## config.mk

```make
export PLATFORM = sky130hd
export DESIGN_NAME = iter_div
export DESIGN_NICKNAME = d
export VERILOG_FILES = /design/src/rtl/iter_div_pkg.sv /design/src/rtl/iter_div.sv
export SDC_FILE = /design/constraint.sdc
export NUM_CORES = 1
export LEC_CHECK = 0
export CAP_MARGIN = 5
export CORE_ASPECT_RATIO = 1.5
export CORE_MARGIN = 2
export CORE_UTILIZATION = 40
export DETAILED_ROUTE_END_ITERATION = 7
export GPL_TIMING_DRIVEN = 0
export HOLD_SLACK_MARGIN = 0.06
export PLACE_DENSITY = 0.7
export SLEW_MARGIN = 30
export SYNTH_ARGS = -nofsm -noshare
export SYNTH_HDL_FRONTEND = slang
export SYNTH_SLANG_ARGS = --single-unit
export TNS_END_PERCENT = 10
```

## constraint.sdc

```tcl
create_clock -name clk -period 2.7 [get_ports clk]
set_input_delay 0.27 -clock clk [delete_from_list [all_inputs] [get_ports clk]]
set_output_delay 0.27 -clock clk [all_outputs]
set_load 0.01 [all_outputs]
```

## src/rtl/iter_div_pkg.sv

```systemverilog
// ---------------------------------------------------------------------------
// iter_div_pkg
//   Definitions shared by the iterative divider and any logic that consumes
//   its flag nibble.
//   - div_state_e : control FSM encoding (IDLE, RUN, FIX, DONE)
//   - FLAG_*      : bit positions inside the {N, Z, C, V} flag nibble. These
//                   match the ALU flag ordering so the flag register can take
//                   either source without any remapping.
// ---------------------------------------------------------------------------
package iter_div_pkg;

  typedef enum logic [1:0] {
    IDLE = 2'b00,
    RUN  = 2'b01,
    FIX  = 2'b10,
    DONE = 2'b11
  } div_state_e;

  localparam int unsigned FLAG_N = 3;
  localparam int unsigned FLAG_Z = 2;
  localparam int unsigned FLAG_C = 1;
  localparam int unsigned FLAG_V = 0;

  localparam int unsigned FLAG_W = 4;

endpackage : iter_div_pkg

```

## src/rtl/iter_div.sv

```systemverilog
// ---------------------------------------------------------------------------
// iter_div
//   Multicycle radix-2 restoring divider, signed or unsigned. A divide takes
//   a fixed WIDTH+2 cycles from the accepting edge to the done pulse,
//   whatever the operands (special cases included).
//
// Ports
//   clk        : clock, all state changes on the rising edge
//   reset      : synchronous active-high reset, aborts any operation
//   start      : request a divide; only looked at in IDLE or DONE
//   is_signed  : 1 = two's-complement divide, 0 = unsigned (captured w/ start)
//   a, b       : dividend / divisor (captured with start)
//   busy       : high in RUN and FIX, used to stall the pipeline
//   done       : one-cycle pulse in DONE; results valid from this cycle on
//   Quotient   : registered quotient, held until the next result is written
//   Remainder  : registered remainder, held like Quotient
//   DivFlags   : {N, Z, C, V} from the final quotient plus special cases
// ---------------------------------------------------------------------------
module iter_div
  import iter_div_pkg::*;
#(
  parameter int WIDTH = 32
) (
  input  logic              clk,
  input  logic              reset,
  input  logic              start,
  input  logic              is_signed,
  input  logic [WIDTH-1:0]  a,
  input  logic [WIDTH-1:0]  b,
  output logic              busy,
  output logic              done,
  output logic [WIDTH-1:0]  Quotient,
  output logic [WIDTH-1:0]  Remainder,
  output logic [FLAG_W-1:0] DivFlags
);

  // Counter must hold WIDTH-1; keep at least one bit for tiny widths.
  localparam int CNT_W = (WIDTH > 1) ? $clog2(WIDTH) : 1;

  localparam logic [WIDTH-1:0] MOST_NEG = {1'b1, {(WIDTH-1){1'b0}}};
  localparam logic [WIDTH-1:0] ALL_ONES = {WIDTH{1'b1}};

  // -------------------------------------------------------------------------
  // State
  // -------------------------------------------------------------------------
  div_state_e          state_reg;
  div_state_e          state_next;
  logic [CNT_W-1:0]    cnt_reg;

  // quo_reg starts out holding the dividend magnitude; each RUN cycle shifts
  // its MSB into the partial remainder and a new quotient bit into its LSB,
  // so after WIDTH cycles it holds the unsigned quotient.
  logic [WIDTH-1:0]    rem_reg;
  logic [WIDTH-1:0]    quo_reg;
  logic [WIDTH-1:0]    div_reg;

  logic                signed_reg;
  logic                sign_a_reg;
  logic                sign_b_reg;
  logic [WIDTH-1:0]    a_orig_reg;
  logic                div_zero_reg;
  logic                ovf_reg;

  logic [WIDTH-1:0]    quotient_reg;
  logic [WIDTH-1:0]    remainder_reg;
  logic [FLAG_W-1:0]   flags_reg;

  // -------------------------------------------------------------------------
  // Accept decode and operand preparation
  // -------------------------------------------------------------------------
  logic                accept;
  logic [WIDTH-1:0]    mag_a;
  logic [WIDTH-1:0]    mag_b;

  assign accept = start && ((state_reg == IDLE) || (state_reg == DONE));

  // The magnitude of the most-negative value is itself when read as
  // unsigned, which is exactly what the unsigned core needs.
  assign mag_a = (is_signed && a[WIDTH-1]) ? (~a + 1'b1) : a;
  assign mag_b = (is_signed && b[WIDTH-1]) ? (~b + 1'b1) : b;

  // -------------------------------------------------------------------------
  // One restoring step
  // -------------------------------------------------------------------------
  logic [WIDTH:0]      shift_rem;
  logic [WIDTH:0]      trial;
  logic                trial_ok;
  logic [WIDTH-1:0]    rem_step;
  logic [WIDTH-1:0]    quo_step;

  always_comb begin
    shift_rem = {rem_reg, quo_reg[WIDTH-1]};
    // WIDTH+1 bit subtract: the top bit is the borrow, so a clear top bit
    // means the shifted remainder is at least the divisor.
    trial     = shift_rem - {1'b0, div_reg};
    trial_ok  = ~trial[WIDTH];
    // The remainder is always below the divisor before the shift, so the
    // kept value always fits back into WIDTH bits.
    rem_step  = trial_ok ? trial[WIDTH-1:0] : shift_rem[WIDTH-1:0];
    quo_step  = {quo_reg[WIDTH-2:0], trial_ok};
  end

  // -------------------------------------------------------------------------
  // Sign fix-up, special cases and flags (consumed in FIX)
  // -------------------------------------------------------------------------
  logic [WIDTH-1:0]    q_fixed;
  logic [WIDTH-1:0]    r_fixed;
  logic [WIDTH-1:0]    q_final;
  logic [WIDTH-1:0]    r_final;
  logic [FLAG_W-1:0]   flags_final;

  always_comb begin
    q_fixed = quo_reg;
    r_fixed = rem_reg;
    if (signed_reg) begin
      // Truncating division: quotient negative when signs differ,
      // remainder follows the dividend.
      if (sign_a_reg ^ sign_b_reg) begin
        q_fixed = ~quo_reg + 1'b1;
      end
      if (sign_a_reg) begin
        r_fixed = ~rem_reg + 1'b1;
      end
    end

    q_final     = q_fixed;
    r_final     = r_fixed;
    flags_final = '0;

    // The iteration still ran for these; its result is simply dropped so the
    // latency never depends on operand values.
    if (div_zero_reg) begin
      q_final             = ALL_ONES;
      r_final             = a_orig_reg;
      flags_final[FLAG_C] = 1'b1;
    end else if (ovf_reg) begin
      q_final             = MOST_NEG;
      r_final             = '0;
      flags_final[FLAG_V] = 1'b1;
    end

    flags_final[FLAG_N] = q_final[WIDTH-1];
    flags_final[FLAG_Z] = (q_final == '0);
  end

  // -------------------------------------------------------------------------
  // Control FSM
  // -------------------------------------------------------------------------
  always_comb begin
    state_next = state_reg;
    case (state_reg)
      IDLE: begin
        if (start) begin
          state_next = RUN;
        end
      end
      RUN: begin
        if (cnt_reg == '0) begin
          state_next = FIX;
        end
      end
      FIX: begin
        state_next = DONE;
      end
      DONE: begin
        state_next = start ? RUN : IDLE;
      end
      default: begin
        state_next = IDLE;
      end
    endcase
  end

  always_ff @(posedge clk) begin
    if (reset) begin
      state_reg <= IDLE;
      cnt_reg   <= '0;
    end else begin
      state_reg <= state_next;
      if (accept) begin
        cnt_reg <= CNT_W'(WIDTH - 1);
      end else if ((state_reg == RUN) && (cnt_reg != '0)) begin
        cnt_reg <= cnt_reg - 1'b1;
      end
    end
  end

  // -------------------------------------------------------------------------
  // Datapath
  // -------------------------------------------------------------------------
  always_ff @(posedge clk) begin
    if (reset) begin
      rem_reg      <= '0;
      quo_reg      <= '0;
      div_reg      <= '0;
      signed_reg   <= 1'b0;
      sign_a_reg   <= 1'b0;
      sign_b_reg   <= 1'b0;
      a_orig_reg   <= '0;
      div_zero_reg <= 1'b0;
      ovf_reg      <= 1'b0;
    end else if (accept) begin
      rem_reg      <= '0;
      quo_reg      <= mag_a;
      div_reg      <= mag_b;
      signed_reg   <= is_signed;
      sign_a_reg   <= a[WIDTH-1];
      sign_b_reg   <= b[WIDTH-1];
      a_orig_reg   <= a;
      div_zero_reg <= (b == '0);
      ovf_reg      <= is_signed && (a == MOST_NEG) && (b == ALL_ONES);
    end else if (state_reg == RUN) begin
      rem_reg      <= rem_step;
      quo_reg      <= quo_step;
    end
  end

  // Architectural results change only on the FIX -> DONE edge.
  always_ff @(posedge clk) begin
    if (reset) begin
      quotient_reg  <= '0;
      remainder_reg <= '0;
      flags_reg     <= '0;
    end else if (state_reg == FIX) begin
      quotient_reg  <= q_final;
      remainder_reg <= r_final;
      flags_reg     <= flags_final;
    end
  end

  // -------------------------------------------------------------------------
  // Outputs
  // -------------------------------------------------------------------------
  assign busy      = (state_reg == RUN) || (state_reg == FIX);
  assign done      = (state_reg == DONE);
  assign Quotient  = quotient_reg;
  assign Remainder = remainder_reg;
  assign DivFlags  = flags_reg;

endmodule : iter_div

```

Word level (Yosys, flattened, before mapping):

Cells that the tools add are included.

* register bits after elaboration: 208
* bits of input ports: 68
* output and inout port bits: 70
* word-level logic and storage cells: 72

* add/subtract/negate cells: 6
* equality and inequality tests: 7
* multiplexer cells: 22
* bitwise gates (word level): 6
* reduce and logical (&&, ||, !) cells: 17

Operators with widths (count)
* 2-to-1 mux 32 bit: 13
* adder 32 x 1 -> 32 bit, second input constant: 4
* NOT 32 bit: 4
* equality test 32 bit, second input constant: 2
* zero test 32 bit: 2
* subtractor 33 x 32 -> 33 bit: 1
* 2-to-1 mux 5 bit: 2
* case mux 2 bit (4 select lines): 1
* logical AND 1 bit: 6
* zero test 5 bit: 1
* nonzero test 5 bit: 1
* subtractor 5 x 1 -> 5 bit, second input constant: 1
* equality test 2 bit, second input constant: 2
* 2-to-1 mux 1 bit: 4
* 2-to-1 mux 2 bit: 2
* != test 2 bit, second input constant: 2
* nonzero test 2 bit: 2
* equality test 2 x 1 -> 1 bit, second input constant: 1
* zero test 2 bit: 1
* logical OR 1 bit: 2
* AND reduction 2 bit: 1
* OR reduction 2 bit: 1
* NOT 1 bit: 1
* bitwise XOR 1 bit: 1

Longest topological paths before layout:

Gate-level depths: netlist of run 1.

* depth in word-level cells: 7
* gate-level depth with buffers: 14
* mapped depth without buffers: 12

Least setup slack after synthesis of run 1:

Ideal clock, no wire load.

* kind: reg-to-reg
* from: register rem_reg[24]
* to: register rem_reg[11]
* setup time: 0.137 ns
* data arrival time: 2.804 ns
* data required time: 2.563 ns
* slack: -0.242 ns
* cell stages (with the launch flop): 13
* path through: dfxtp_1 -> ha_1 -> clkbuf_1 -> nand3_1 -> nand2_1 -> a21o_1 -> a221oi_1 -> mux2_2 -> a311oi_1 -> buf_2 -> buf_4 -> mux2i_1 -> a211oi_1

* cells in the longest elaborated chain, start to end: 2

RTL lines
* start: declaration: line iter_div.sv:53 `logic [WIDTH-1:0] rem_reg;`
* start signal: assignment: line iter_div.sv:213 `rem_reg <= rem_step;`
* subtractor 33 x 32 -> 33 bit: line iter_div.sv:95 `trial = shift_rem - {1'b0, div_reg};`
* 2-to-1 mux 32 bit: line iter_div.sv:99 `rem_step = trial_ok ? trial[WIDTH-1:0] : shift_rem[WIDTH-1:0];`

Every way passes these cells.
A chain may end at the register's enable or synchronous reset.

Worst setup path in the final report of run 1:

* from: register quo_reg[31]
* to: register rem_reg[13]

* cells in the longest elaborated chain, start to end: 2

RTL lines
* start: declaration: line iter_div.sv:54 `logic [WIDTH-1:0] quo_reg;`
* start signal: assignment: line iter_div.sv:204 `quo_reg <= mag_a;`
* start signal: assignment: line iter_div.sv:214 `quo_reg <= quo_step;`
* subtractor 33 x 32 -> 33 bit: line iter_div.sv:95
* 2-to-1 mux 32 bit: line iter_div.sv:99

Every way passes these cells.

==> results of run 1 <==
[cell type report]
cell class	count	area, µm²
flip-flops and latches	206	4160
clock buffers	29	608
inverters	68	255
repair buffers	153	1500
multi-input cells	1234	8160
clock inverters	10	139
plain buffers	108	480
well taps	405	507
fillers	3035	15200
[per-layer routing]
layer / share of wire, % / wire length [µm]
met5: 0 / 0
met4: 8.7 / 3950
met3: 4.7 / 2110
met2: 52 / 23600
met1: 34 / 15600
[cells by family (layout without fill, tap and decap cells)]
kind of cell	after synthesis	after routing	synth area share, %
buffers and inverters	178	368	5.43
and+or+nand+nor	551	551	19.7
muxes	52	52	4.16
adders and majority gates	45	45	4.53
xor gates and xnor gates	145	145	10.1
DFF	206	206	32.8
AOI/OAI and AO/OA	441	441	23.3
[worst min path at each step]
stage	cells after the start	from	endpoint	slack [ns]
final	3	a[10]	a_orig_reg[10]$_SDFFE_PP0P_	0.14
after global routing	3	a[10]	a_orig_reg[10]$_SDFFE_PP0P_	0.18
after CTS	3	a[13]	a_orig_reg[13]$_SDFFE_PP0P_	0.37
after detailed placement	2	a_orig_reg[30]$_SDFFE_PP0P_	a_orig_reg[30]$_SDFFE_PP0P_	0.45
after global placement	2	a_orig_reg[30]$_SDFFE_PP0P_	a_orig_reg[30]$_SDFFE_PP0P_	0.44
after floorplan	2	a[0]	a_orig_reg[0]$_SDFFE_PP0P_	0.41
[power groups by stage]
| stage | combinational, µW | sequential [µW] | clock [µW] |
|---|---|---|---|
| global route | 11800 | 4920 | 3320 |
| floorplan | 7140 | 4600 | 0 |
| CTS | 10600 | 4780 | 3220 |
| global placement | 9790 | 4810 | 0 |
| finish | 10900 | 4840 | 3200 |
| detailed placement | 9930 | 4830 | 0 |
[layout by cell type (no fill, tap or decap), types with 8 or more instances in the layout]
| master | n |
|---|---|
| o22ai_1 | 31 |
| nor3_1 | 33 |
| o211ai_1 | 15 |
| dfxtp_1 | 183 |
| nand2_1 | 148 |
| buf_4 | 15 |
| a222oi_1 | 31 |
| ha_1 | 37 |
| a211oi_1 | 78 |
| nand3_1 | 16 |
| dfxtp_2 | 21 |
| a31oi_1 | 14 |
| clkdlybuf4s50_1 | 136 |
| clkbuf_1 | 89 |
| mux2i_1 | 49 |
| nor2_1 | 240 |
| xnor2_1 | 71 |
| nand4_1 | 12 |
| and2_1 | 8 |
| xor2_1 | 74 |
| nand2b_1 | 16 |
| a21o_1 | 13 |
| o31ai_1 | 19 |
| clkbuf_16 | 23 |
| nor4_1 | 8 |
| a21oi_1 | 129 |
| inv_1 | 63 |
| buf_1 | 11 |
| o21ai_0 | 46 |
[cells in the mapped netlist (all sizes together), types with 3 or more instances]
master    n
a211oi   82
a21boi    3
a21o     13
a21oi   135
a221oi    3
a222oi   31
a311oi    8
a31oi    14
and2     10
and3      4
and4      3
buf      20
clkbuf   90
dfxtp   206
ha       44
inv      67
mux2      3
mux2i    49
nand2   151
nand2b   16
nand3    17
nand3b    4
nand4    12
nor2    245
nor2b     5
nor3     38
nor4     17
o211ai   15
o21a      8
o21ai    50
o22ai    31
o31ai    19
o41ai     7
or2       3
or3       8
or4      11
xnor2    71
xor2     74
[per-stage QoR]
| stage | cell area [µm²] | instances | setup TNS, ns | worst slack (ns) |
|---|---|---|---|---|
| after floorplan | 12700 | 1618 | 0 | 0.00451 |
| after global placement | 14600 | 2160 | -26.00 | -0.751 |
| after detailed placement | 14600 | 2160 | -27.28 | -0.808 |
| after CTS | 15700 | 2214 | -6.47 | -0.248 |
| after global routing | 15800 | 2213 | -10.97 | -0.367 |
| final | 15800 | 2213 | -6.79 | -0.257 |
[repair_timing]
action,4_1_cts,5_1_grt
buffers inserted,16,0
endpoints found under the setup margin,45,125
pin swaps,20,6
cloned,1,0
resized for setup,63,42
[worst reg2reg max path, stage by stage, from the launching register on]
cell and delay (ns):
dfxtp_4 0.37, inv_2 0.05, ha_4 0.16, fa_2 0.35, nor2b_2 0.14, o31a_1 0.19
a41o_1 0.23, a211oi_4 0.08, buf_6 0.14, a21o_1 0.17, a311oi_2 0.19, buf_4 0.18
buf_8 0.13, buf_12 0.15, mux2i_1 0.19, a211oi_1 0.09
==> results.md, run 1 <==
- I/O Buffers: approximately 140
- Final Hold Slack: roughly 0.14 ns
- Register area share after synthesis: 32.8%
- Met2 usage: 50.5%
- Critical Path End: rem_reg[13]$_SDFFE_PP0P_
- # setup viols final: 33
- Syn Inst Count: 1618
- Worst Path Buf+Inv: 5
- DIE HEIGHT: roughly 220 µm
- Synth cell types: a little under 70
- First-pass GRT wire length: 69500 µm
- Failing checks: negative setup slack
- GRT Total Usage: a little over a quarter
- Final Cycle Share: 110%
- DP HPWL: 36000 µm
- R2R setup slack: -0.26 ns
- Sw frac: 45.6%
- Share of layout cells above drive strength 1: ~9%
- CTS tree: done
- Mapped Nets: 1731
- Crit path max fanout: 10
- Tmin final: ~3 ns
- HP Class: in2reg
- Num CTS Buffers: 22
- GR peak layer: met2
- Remaining DRCs: 0
- Layout net count: 1906
- Slowest CP cell: dfxtp_4
- Final Max Slew Viols: 0
- Unrepaired setup endpoints after global routing: yes
- Slew HR: 37.4%
- CTS Buffer Depth: 3
- CP Cell Sequence: inv_2, ha_4, fa_2, nor2b_2, o31a_1, a41o_1, a211oi_4, buf_6, a21o_1, a311oi_2, buf_4, buf_8, buf_12, mux2i_1, a211oi_1
- TritonRoute pass-1 iters: 6
- Worst slew pin tran: 0.939 ns
- Mean post-synth cell area: 7.78 µm²
- Fin Clk Skew: 0.0201 ns
- Yosys reg bits: 206
- Clock root cell: clkbuf_16
- Routed vias/inst: 5.80
- Largest net degree at the start of global routing: 15
- Post-layout util: 50.9%
- Syn-to-layout area delta: 25.6%
- # H-tree levels: 1
- Maximum vdd ir drop: 0.498 mV
- Latest clock arrival within the worst-skew pair: approximately 0.53 ns
- Die X: 149 µm
- EDFF count, synth: 0
- Synth Cell Area: around 13000 µm²
- Die ar.: 32900 µm²
- Largest cells by area after synthesis: dfxtp_1 (33%), nor2_1 (7.3%), a21oi_1 (5.4%)
- Routability Congestion: slightly below 1
- Total power: 18900 µW
- Status: complete, but fails checks
- Hold_buf cts: 0
- CP arrival: 3.33 ns
- Global routing met3 resource utilization: 3.05%
- Antenna violations before repair: 0
- CTS Sinks: 206
- 1st-iter DRT viols: just under 900
- Top-area cell type share of the netlist area: 32.8%
- Max Fclk: 338 MHz
- WS Path Type: reg2reg
- Worst path top cell family by delay: compound AO/OA/AOI/OAI gates
- Post-synth top area cell: dfxtp_1
- Startpoint Class: register
- # IOs: ~140
- Post-route setup slack: -0.257 ns
- Post-Route WL: 45300 µm
- Synth async-reset ratio: 0%
- Leakage: 0.00585 µW
- Worst r2r dst: rem_reg[13]$_SDFFE_PP0P_
- PwrDens: around 1200 nW/µm²
- Antenna cells: 0
- Worst reg2reg path startpoint: quo_reg[31]$_SDFFE_PP0P_
- Final hold vios: 0
- Vias in the first global route: roughly 13000
- Register clock-pin slew on the reported worst setup and hold paths: 0.06 ns
- Met1 usage: about 26%
- Grt ovf: 0
- Warnings, synthesis: 0
- Routed vias: 12800
- DRT antenna net count: 0
- Crit path depth: 15
- Placeable Area: just over 30000 µm²
- Type of element capturing the critical path: register
- Wire per inst: 20.5 µm
- CP Launch Point: quo_reg[31]$_SDFFE_PP0P_
- Clk pwr share: 16.9%
- Required @ worst endpoint: 3.07 ns
- Num rows: 79
- Worst Reg2Reg Path Length in Cells: 15
- Initial Utilization: between 40 and 50%
- P_int: 10300 µW
- Reg power frac: 25.6%
- Max-cap viol count: 0
- Main synth FF type: dfxtp_1
- Sw Pwr: 8620 µW
- Slowest stage delay, CP: 0.37 ns
- Comb pwr share: between 50% and 60%
No activity file was read; power rests on OpenSTA's default activity.
==> run 2: changes to the inputs <==
--- a/config.mk
+++ b/config.mk
@@ -5,6 +5,7 @@
 export SDC_FILE = /design/constraint.sdc
 export NUM_CORES = 1
 export LEC_CHECK = 0
+export ABC_AREA = 1
 export CAP_MARGIN = 5
 export CORE_ASPECT_RATIO = 1.5
 export CORE_MARGIN = 2
==> run 2 against run 1 <==
  * The run now ends clean
  * First-iteration DRC count increased by 40%
  * Non-clock buffer count decreased by 23
  * Global-route usage increased by 3.6 points
  * Register-to-register slack improved by 0.27 ns
  * Critical endpoint is now quo_reg[29]$_SDFFE_PP0P_
==> results.md, run 2 <==
- Status: complete, no violations
- Max Fclk: 372 MHz (+10%)
- Tmin final: 2.69 ns (-0.270 ns)
- CTS Buffer Depth: 3 (unchanged)
- Post-synth top area cell: dfxtp_1
- 1st-iter DRT viols: 1219 (+40%)
- CTS tree: done
- Final Hold Slack: 0.396 ns (+0.260 ns)
- Mapped Nets: 2239 (+29%)
- Routed vias: 15500 (+21%)
- Routability Congestion: 0.955 (-2.8%)
- Total power: 17900 µW (-5.3%)
- Antenna cells: 0 (unchanged)
- Register clock-pin slew on the reported worst setup and hold paths: 0.06 ns (about the same)
- Initial Utilization: 40.7% (+0.17 points)
- Warnings, synthesis: 0 (unchanged)
- Worst slew pin tran: 0.916 ns (-0.0230 ns)
- Final hold vios: 0 (unchanged)
- Placeable Area: 33400 µm² (+7.8%)
- Num rows: 82 (+3.8%)
- Maximum vdd ir drop: 0.430 mV (-14%)
- I/O Buffers: 136 (-0.73%)
- Antenna violations before repair: 0 (unchanged)
- Largest cells by area after synthesis: dfxtp_1 (30%), nand2_1 (12%), nand3_1 (7.7%)
- Largest net degree at the start of global routing: 15 (unchanged)
- Top-area cell type share of the netlist area: 30.3% (-2.5 points)
- Vias in the first global route: 15100 (+17%)
- Hold_buf cts: 0 (unchanged)
- Crit path max fanout: 10 (unchanged)
- PwrDens: 1070 nW/µm² (-10%)
- Required @ worst endpoint: 3.11 ns (+0.04 ns)
- CP arrival: 3.10 ns (-0.23 ns)
- # IOs: 138 (unchanged)
- Remaining DRCs: 0 (unchanged)
- First-pass GRT wire length: 83300 µm (+20%)
- # H-tree levels: 1 (unchanged)
- Mean post-synth cell area: 6.41 µm² (-18%)
- Die ar.: 35600 µm² (+8.0%)
- DP HPWL: 45300 µm (+26%)
- Final Cycle Share: 99.5% (-10 points)
- DIE HEIGHT: 230 µm (+4.0%)
- Die X: 155 µm (+3.9%)
- CTS Sinks: 206 (unchanged)
- Share of layout cells above drive strength 1: 6.87% (-2.1 points)
- HP Class: in2reg
- Syn Inst Count: 2126 (+31%)
- Leakage: 0.00714 µW (+22%)
- Register area share after synthesis: 30.3% (-2.5 points)
- Routed vias/inst: 5.66 (-2.4%)
- Num CTS Buffers: 23 (+4.5%)
- Post-Route WL: 56700 µm (+25%)
- TritonRoute pass-1 iters: 6 (unchanged)
- # setup viols final: 0 (-100%)
- Unrepaired setup endpoints after global routing: yes
- Synth async-reset ratio: 0% (unchanged)
- Main synth FF type: dfxtp_1
- WS Path Type: reg2reg
- Latest clock arrival within the worst-skew pair: 0.56 ns (+0.03 ns)
- Slew HR: 38.7% (+1.3 points)
- Grt ovf: 0 (unchanged)
- Fin Clk Skew: 0.0348 ns (+0.0147 ns)
- Sum Neg Setup Slack: 0 ns (+6.79 ns)
- Most frequent cell after synthesis: nand2_1
- Startpoint Class: register
- Type of element capturing the critical path: register
- Syn-to-layout area delta: 22.7%
- Synth cell types: 57 (-16%)
- Synth Cell Area: 13600 µm² (+8.2%)
- Most common cell after layout, fill and taps aside: nand2_1
- Synth cell count leaders: nand2_1 (448), inv_1 (252), nand3_1 (210), dfxtp_1 (206), nor2_1 (197)
- Layout net count: 2411 (+26%)
- Most frequent cells in the layout: nand2_1 (444), inv_1 (250), nand3_1 (208), dfxtp_1 (205), nor2_1 (195)
- DRT antenna net count: 0 (unchanged)
- Max-cap viol count: 0 (unchanged)
- GRT Total Usage: 30.5% (+3.6 points)
- Filler cells: 3435 (+13%)
- Clock root cell: clkbuf_16
- EDFF count, synth: 0 (unchanged)
- Final Max Slew Viols: 0 (unchanged)
- Wire per inst: 20.7 µm (+1.3%)
- Yosys reg bits: 206 (unchanged)
## run 2: cell types whose count changed in the layout (fill, tap and decap cells not counted), sizes merged, moves of 43 or more
cell | previous run | this run
nand2 | 151 | 459
nand3 | 17 | 217
inv | 67 | 258
o21ai | 50 | 176
a211oi | 82 | 13
xor2 | 74 | 18
mux2i | 49 | 0
xnor2 | 71 | 22
a21oi | 135 | 178
## run 2: logic make-up after synthesis
kind of cell / count (synthesis) / synth area share, %
buf+inv: 352 / 10.1
xor+xnor: 40 / 2.57
fa+ha+maj: 45 / 4.19
flops: 206 / 30.3
compound gates: 492 / 20.6
simple gates: 991 / 32.3
## run 2: through the flow
step / util (%) / worst slack (ns) / cells / cell area, µm²
after floorplan: - / 0.342 / 2126 / 13600
after global placement: 46.4 / -0.393 / 2682 / 15500
after detailed placement: 46.4 / -0.391 / 2682 / 15500
after CTS: 49.0 / -0.0551 / 2726 / 16400
after global routing: 50.0 / -0.101 / 2735 / 16700
final: 50.0 / 0.0135 / 2735 / 16700
## run 2: power by group
group / internal (µW) / switching (µW)
clock network: 1970 / 1420
logic: 3540 / 6670
registers: 3760 / 580
## run 2: path summary, 6_finish.rpt
| kind | start | end | slack, ns | cells after the start |
|---|---|---|---|---|
| max | state_reg[1]$_SDFFE_PP0P_ | quo_reg[29]$_SDFFE_PP0P_ | 0.01 | 8 |
| min | start | state_reg[0]$_SDFFE_PP0P_ | 0.40 | 5 |
| max reg2reg | state_reg[1]$_SDFFE_PP0P_ | quo_reg[29]$_SDFFE_PP0P_ | 0.01 | 8 |
| min reg2reg | a_orig_reg[27]$_SDFFE_PP0P_ | a_orig_reg[27]$_SDFFE_PP0P_ | 0.46 | 2 |
## run 2: area by class of cell
| class | instances | area, µm² | area share [%] |
|---|---|---|---|
| Sequential cell | 206 | 4130 | 24.7 |
| Inverter | 260 | 982 | 5.88 |
| Timing Repair Buffer | 146 | 1530 | 9.14 |
| Buffer | 92 | 467 | 2.79 |
| Clock inverter | 15 | 169 | 1.01 |
| Multi-Input combinational cell | 1569 | 8290 | 49.6 |
| Tap cell | 420 | 526 | 3.14 |
| Clock buffer | 27 | 631 | 3.77 |
## run 2: metal layers
layer  wire length [µm]  GRT usage (%)
met3               2940           3.54
met2              28700           55.8
met4               5550           25.2
met1              19500           30.6
met5                  0              0
## run 2: timing repair
action / 4_1_cts / 5_1_grt
resized for setup: 21 / 47
pin swaps: 2 / 9
setup endpoints to repair: 73 / 84
endpoints found under the hold margin: 0 / 0
setup buffers: 2 / 2
gates cloned: 0 / 7
## run 2: critical path: stages, from the launching register on
cell and delay [ns]:
dfxtp_1 0.38, inv_1 0.10, ha_1 0.18, buf_2 0.23, nor2_1 0.75, inv_1 0.24, clkbuf_1 0.32, o21ai_0 0.27
a211oi_1 0.07
==> run 3: changes to the inputs <==
--- a/config.mk
+++ b/config.mk
@@ -7,13 +7,15 @@
 export LEC_CHECK = 0
 export ABC_AREA = 1
 export CAP_MARGIN = 5
+export CELL_PAD_IN_SITES_DETAIL_PLACEMENT = 1
+export CELL_PAD_IN_SITES_GLOBAL_PLACEMENT = 1
 export CORE_ASPECT_RATIO = 1.5
 export CORE_MARGIN = 2
-export CORE_UTILIZATION = 40
+export CORE_UTILIZATION = 37
 export DETAILED_ROUTE_END_ITERATION = 7
 export GPL_TIMING_DRIVEN = 0
 export HOLD_SLACK_MARGIN = 0.06
-export PLACE_DENSITY = 0.7
+export PLACE_DENSITY = 0.85
 export SLEW_MARGIN = 30
 export SYNTH_ARGS = -nofsm -noshare
 export SYNTH_HDL_FRONTEND = slang
==> run 3 against run 2 <==
  * Cell count increased by 2.2%
  * Sequential cell count stayed put
  * Core utilization down 4.2 points
  * Critical path type unchanged
  * Maximum frequency shrank 2.6%
  * Worst setup slack got worse by 0.071 ns
  * Combinational power is essentially flat
  * Sequential power up 0.9%
  * The run now ends with negative setup slack left
  * Sequential share of layout area increased by 0.050 points
  * Hold slack improved by 0.023 ns
  * Wire length grew 10%
  * Clock skew down 0.018 ns
==> results.md, run 3 (synthesis gave the netlist of run 2 again) <==
- Grt ovf: 0 (unchanged)
- Wire per inst: 22.3 µm (+7.7%)
- Initial Utilization: 37.3% (-3.4 points)
- Filler cells: 4775 (+39%)
- Post-route setup slack: -0.0576 ns (-0.0711 ns)
- Die ar.: 38400 µm² (+7.9%)
- 1st-iter DRT viols: 845 (-31%)
- Final Cycle Share: 102% (+2.6 points)
- Num CTS Buffers: 23 (unchanged)
- Leakage: 0.00708 µW (-0.91%)
- Status: complete, but fails checks
- Max Used Layer: met4
- M1 WL: 21700 µm (+11%)
- HP Class: in2reg
- Sum Neg Setup Slack: -0.263 ns (-0.263 ns)
- Antenna cells: 0 (unchanged)
- Fin Clk Skew: 0.0166 ns (-0.0183 ns)
- WS Path Type: reg2reg
- CTS tree: done
- Hold_buf cts: 0 (unchanged)
- Worst reg2reg path startpoint: state_reg[0]$_SDFFE_PP0P_
- WL met2: 32300 µm (+13%)
- Num rows: 86 (+4.9%)
- Final Max Slew Viols: 0 (unchanged)
- Crit path max fanout: 10 (unchanged)
- Register clock-pin slew on the reported worst setup and hold paths: 0.06 ns (about the same)
- Routability Congestion: 0.968 (+1.4%)
- DP HPWL: 50700 µm (+12%)
- # setup viols final: 11 (+11)
- Post-layout util: 45.8% (-4.2 points)
- Worst hold path depth: 5 (unchanged)
- DIE HEIGHT: 239 µm (+3.9%)
- I/O Buffers: 136 (unchanged)
- PwrDens: 1080 nW/µm² (+0.85%)
- TritonRoute pass-1 iters: 5 (-1)
- Post-Route WL: 62400 µm (+10%)
- CP Cell Sequence: inv_1, ha_1, nor2_1, inv_1, clkbuf_2, clkbuf_1, buf_2, a31oi_1
- Final hold vios: 0 (unchanged)
- Placement Cell Area: 15600 µm² (+0.51%)
- CP arrival: 3.16 ns (+0.06 ns)
- Clock root cell: clkbuf_16
- Placeable Area: 36500 µm² (+9.1%)
- Design Area, Final: 16700 µm² (about the same)
- Sw frac: 49.1% (+0.82 points)
- CTS Sinks: 206 (unchanged)
- Required @ worst endpoint: 3.10 ns (about the same)
- GRT Total Usage: 31.4% (+0.99 points)
- Routed vias: 15700 (+1.6%)
- Worst path top cell family by delay: buffers and inverters
- # H-tree levels: 1 (unchanged)
- Unrepaired setup endpoints after global routing: yes
- Startpoint Class: register
- Most frequent cells in the layout: nand2_1 (445), inv_1 (250), nand3_1 (207), dfxtp_1 (202), nor2_1 (193)
- Tmin final: 2.76 ns (+0.0711 ns)
- Sequential cell area: 4130 µm² (+0.15%)
- DRT antenna net count: 0 (unchanged)
- P_int: 9190 µW (-0.80%)
- Most common cell after layout, fill and taps aside: nand2_1
- Share of layout cells above drive strength 1: 6.54% (-0.33 points)
- Worst Hold Launch: start
- Total power: 18100 µW (+0.79%)
- Largest net degree at the start of global routing: 13 (-2)
- Comb pwr share: 56.8% (about the same)
- Max Fclk: 363 MHz (-2.6%)
- Most used cell, CP: inv_1
- Slowest stage delay, CP: 0.54 ns (-0.21 ns)
- WHS Endpoint: state_reg[0]$_SDFFE_PP0P_
- Max-cap viol count: 0 (unchanged)
- Slowest CP cell: clkbuf_1
- Maximum vdd ir drop: 0.524 mV (+22%)
- Slew HR: 36.1% (-2.6 points)
- Worst Reg2Reg Path Length in Cells: 8 (unchanged)
- Latest clock arrival within the worst-skew pair: 0.56 ns (about the same)
- Clk pwr share: 18.9% (about the same)
- CTS Buffer Depth: 3 (unchanged)
- R2R setup slack: -0.06 ns (-0.07 ns)
- Worst slew pin tran: 0.959 ns (+0.0424 ns)
- Routed vias/inst: 5.63 (-0.51%)
- Remaining DRCs: 0 (unchanged)
- Sw Pwr: 8880 µW (+2.5%)
- Reg power frac: 24.2% (about the same)
- Layout net count: 2407 (-0.17%)
- Final Hold Slack: 0.419 ns (+0.0229 ns)
- Failing checks: negative setup slack
- # IOs: 138 (unchanged)
- Type of element capturing the critical path: register
- Die X: 161 µm (+3.9%)
- Multi-input gate area: 8260 µm² (-0.35%)
- Worst r2r dst: cnt_reg[2]$_SDFFE_PP0P_
- Worst Path Buf+Inv: 5 (+1)
- First-pass GRT wire length: 93500 µm (+12%)
- Metal3 WL: 1950 µm (-34%)
- Vias in the first global route: 16800 (+11%)
- Antenna violations before repair: 0 (unchanged)
- Syn-to-layout area delta: 22.6% (about the same)
## run 3: layout make-up
cell class | instances | area share [%]
Buffer | 92 | 2.76
Clock buffer | 36 | 4.10
Clock inverter | 5 | 0.689
Inverter | 260 | 5.88
Multi-Input combinational cell | 1568 | 49.4
Sequential cell | 206 | 24.7
Tap cell | 484 | 3.63
Timing Repair Buffer | 143 | 8.78
## run 3: what timing repair did
item	CTS	global route
setup endpoints to repair	107	96
buffers inserted	0	4
cloned	0	3
pin swaps	0	7
resized for setup	19	51
## run 3: how the worst max path moves through the flow
stage | start | to | slack, ns | depth (start not counted)
after floorplan | quo_reg[31]$_SDFFE_PP0P_ | rem_reg[29]$_SDFFE_PP0P_ | 0.34 | 16
after global placement | quo_reg[31]$_SDFFE_PP0P_ | rem_reg[30]$_SDFFE_PP0P_ | -0.44 | 15
after detailed placement | quo_reg[31]$_SDFFE_PP0P_ | rem_reg[30]$_SDFFE_PP0P_ | -0.49 | 15
after CTS | quo_reg[31]$_SDFFE_PP0P_ | rem_reg[28]$_SDFFE_PP0P_ | -0.19 | 16
after global routing | state_reg[0]$_SDFFE_PP0P_ | a_orig_reg[3]$_SDFFE_PP0P_ | -0.1 | 8
final | state_reg[0]$_SDFFE_PP0P_ | cnt_reg[2]$_SDFFE_PP0P_ | -0.06 | 8
## run 3: per-stage QoR
step	worst slack, ns	instances
after global routing	-0.0967	2794
after global placement	-0.444	2746
final	-0.0576	2794
after floorplan	0.342	2126
after CTS	-0.191	2787
after detailed placement	-0.495	2746
## run 3: per-layer routing
metal / track usage (%) / up-vias
met2: 59.6 / 433
met3: 3.09 / 256
met1: 30.2 / 7557
met5: 0 / -
li1: - / 7498
met4: 26.9 / 0
## run 3: power groups by stage
stage,logic [µW],registers (µW),clock network (µW)
after floorplan,6070,4290,0
after global placement,9140,4370,0
after detailed placement,9400,4410,0
after CTS,9600,4350,3440
after global routing,11200,4460,3570
final,10300,4380,3420
## run 3: tightest hold or removal path: stages
cell and delay (ns):
clkdlybuf4s50_1 0.42, nand2_1 0.06, nand2_1 0.05, nand2_1 0.05, a21oi_1 0.06
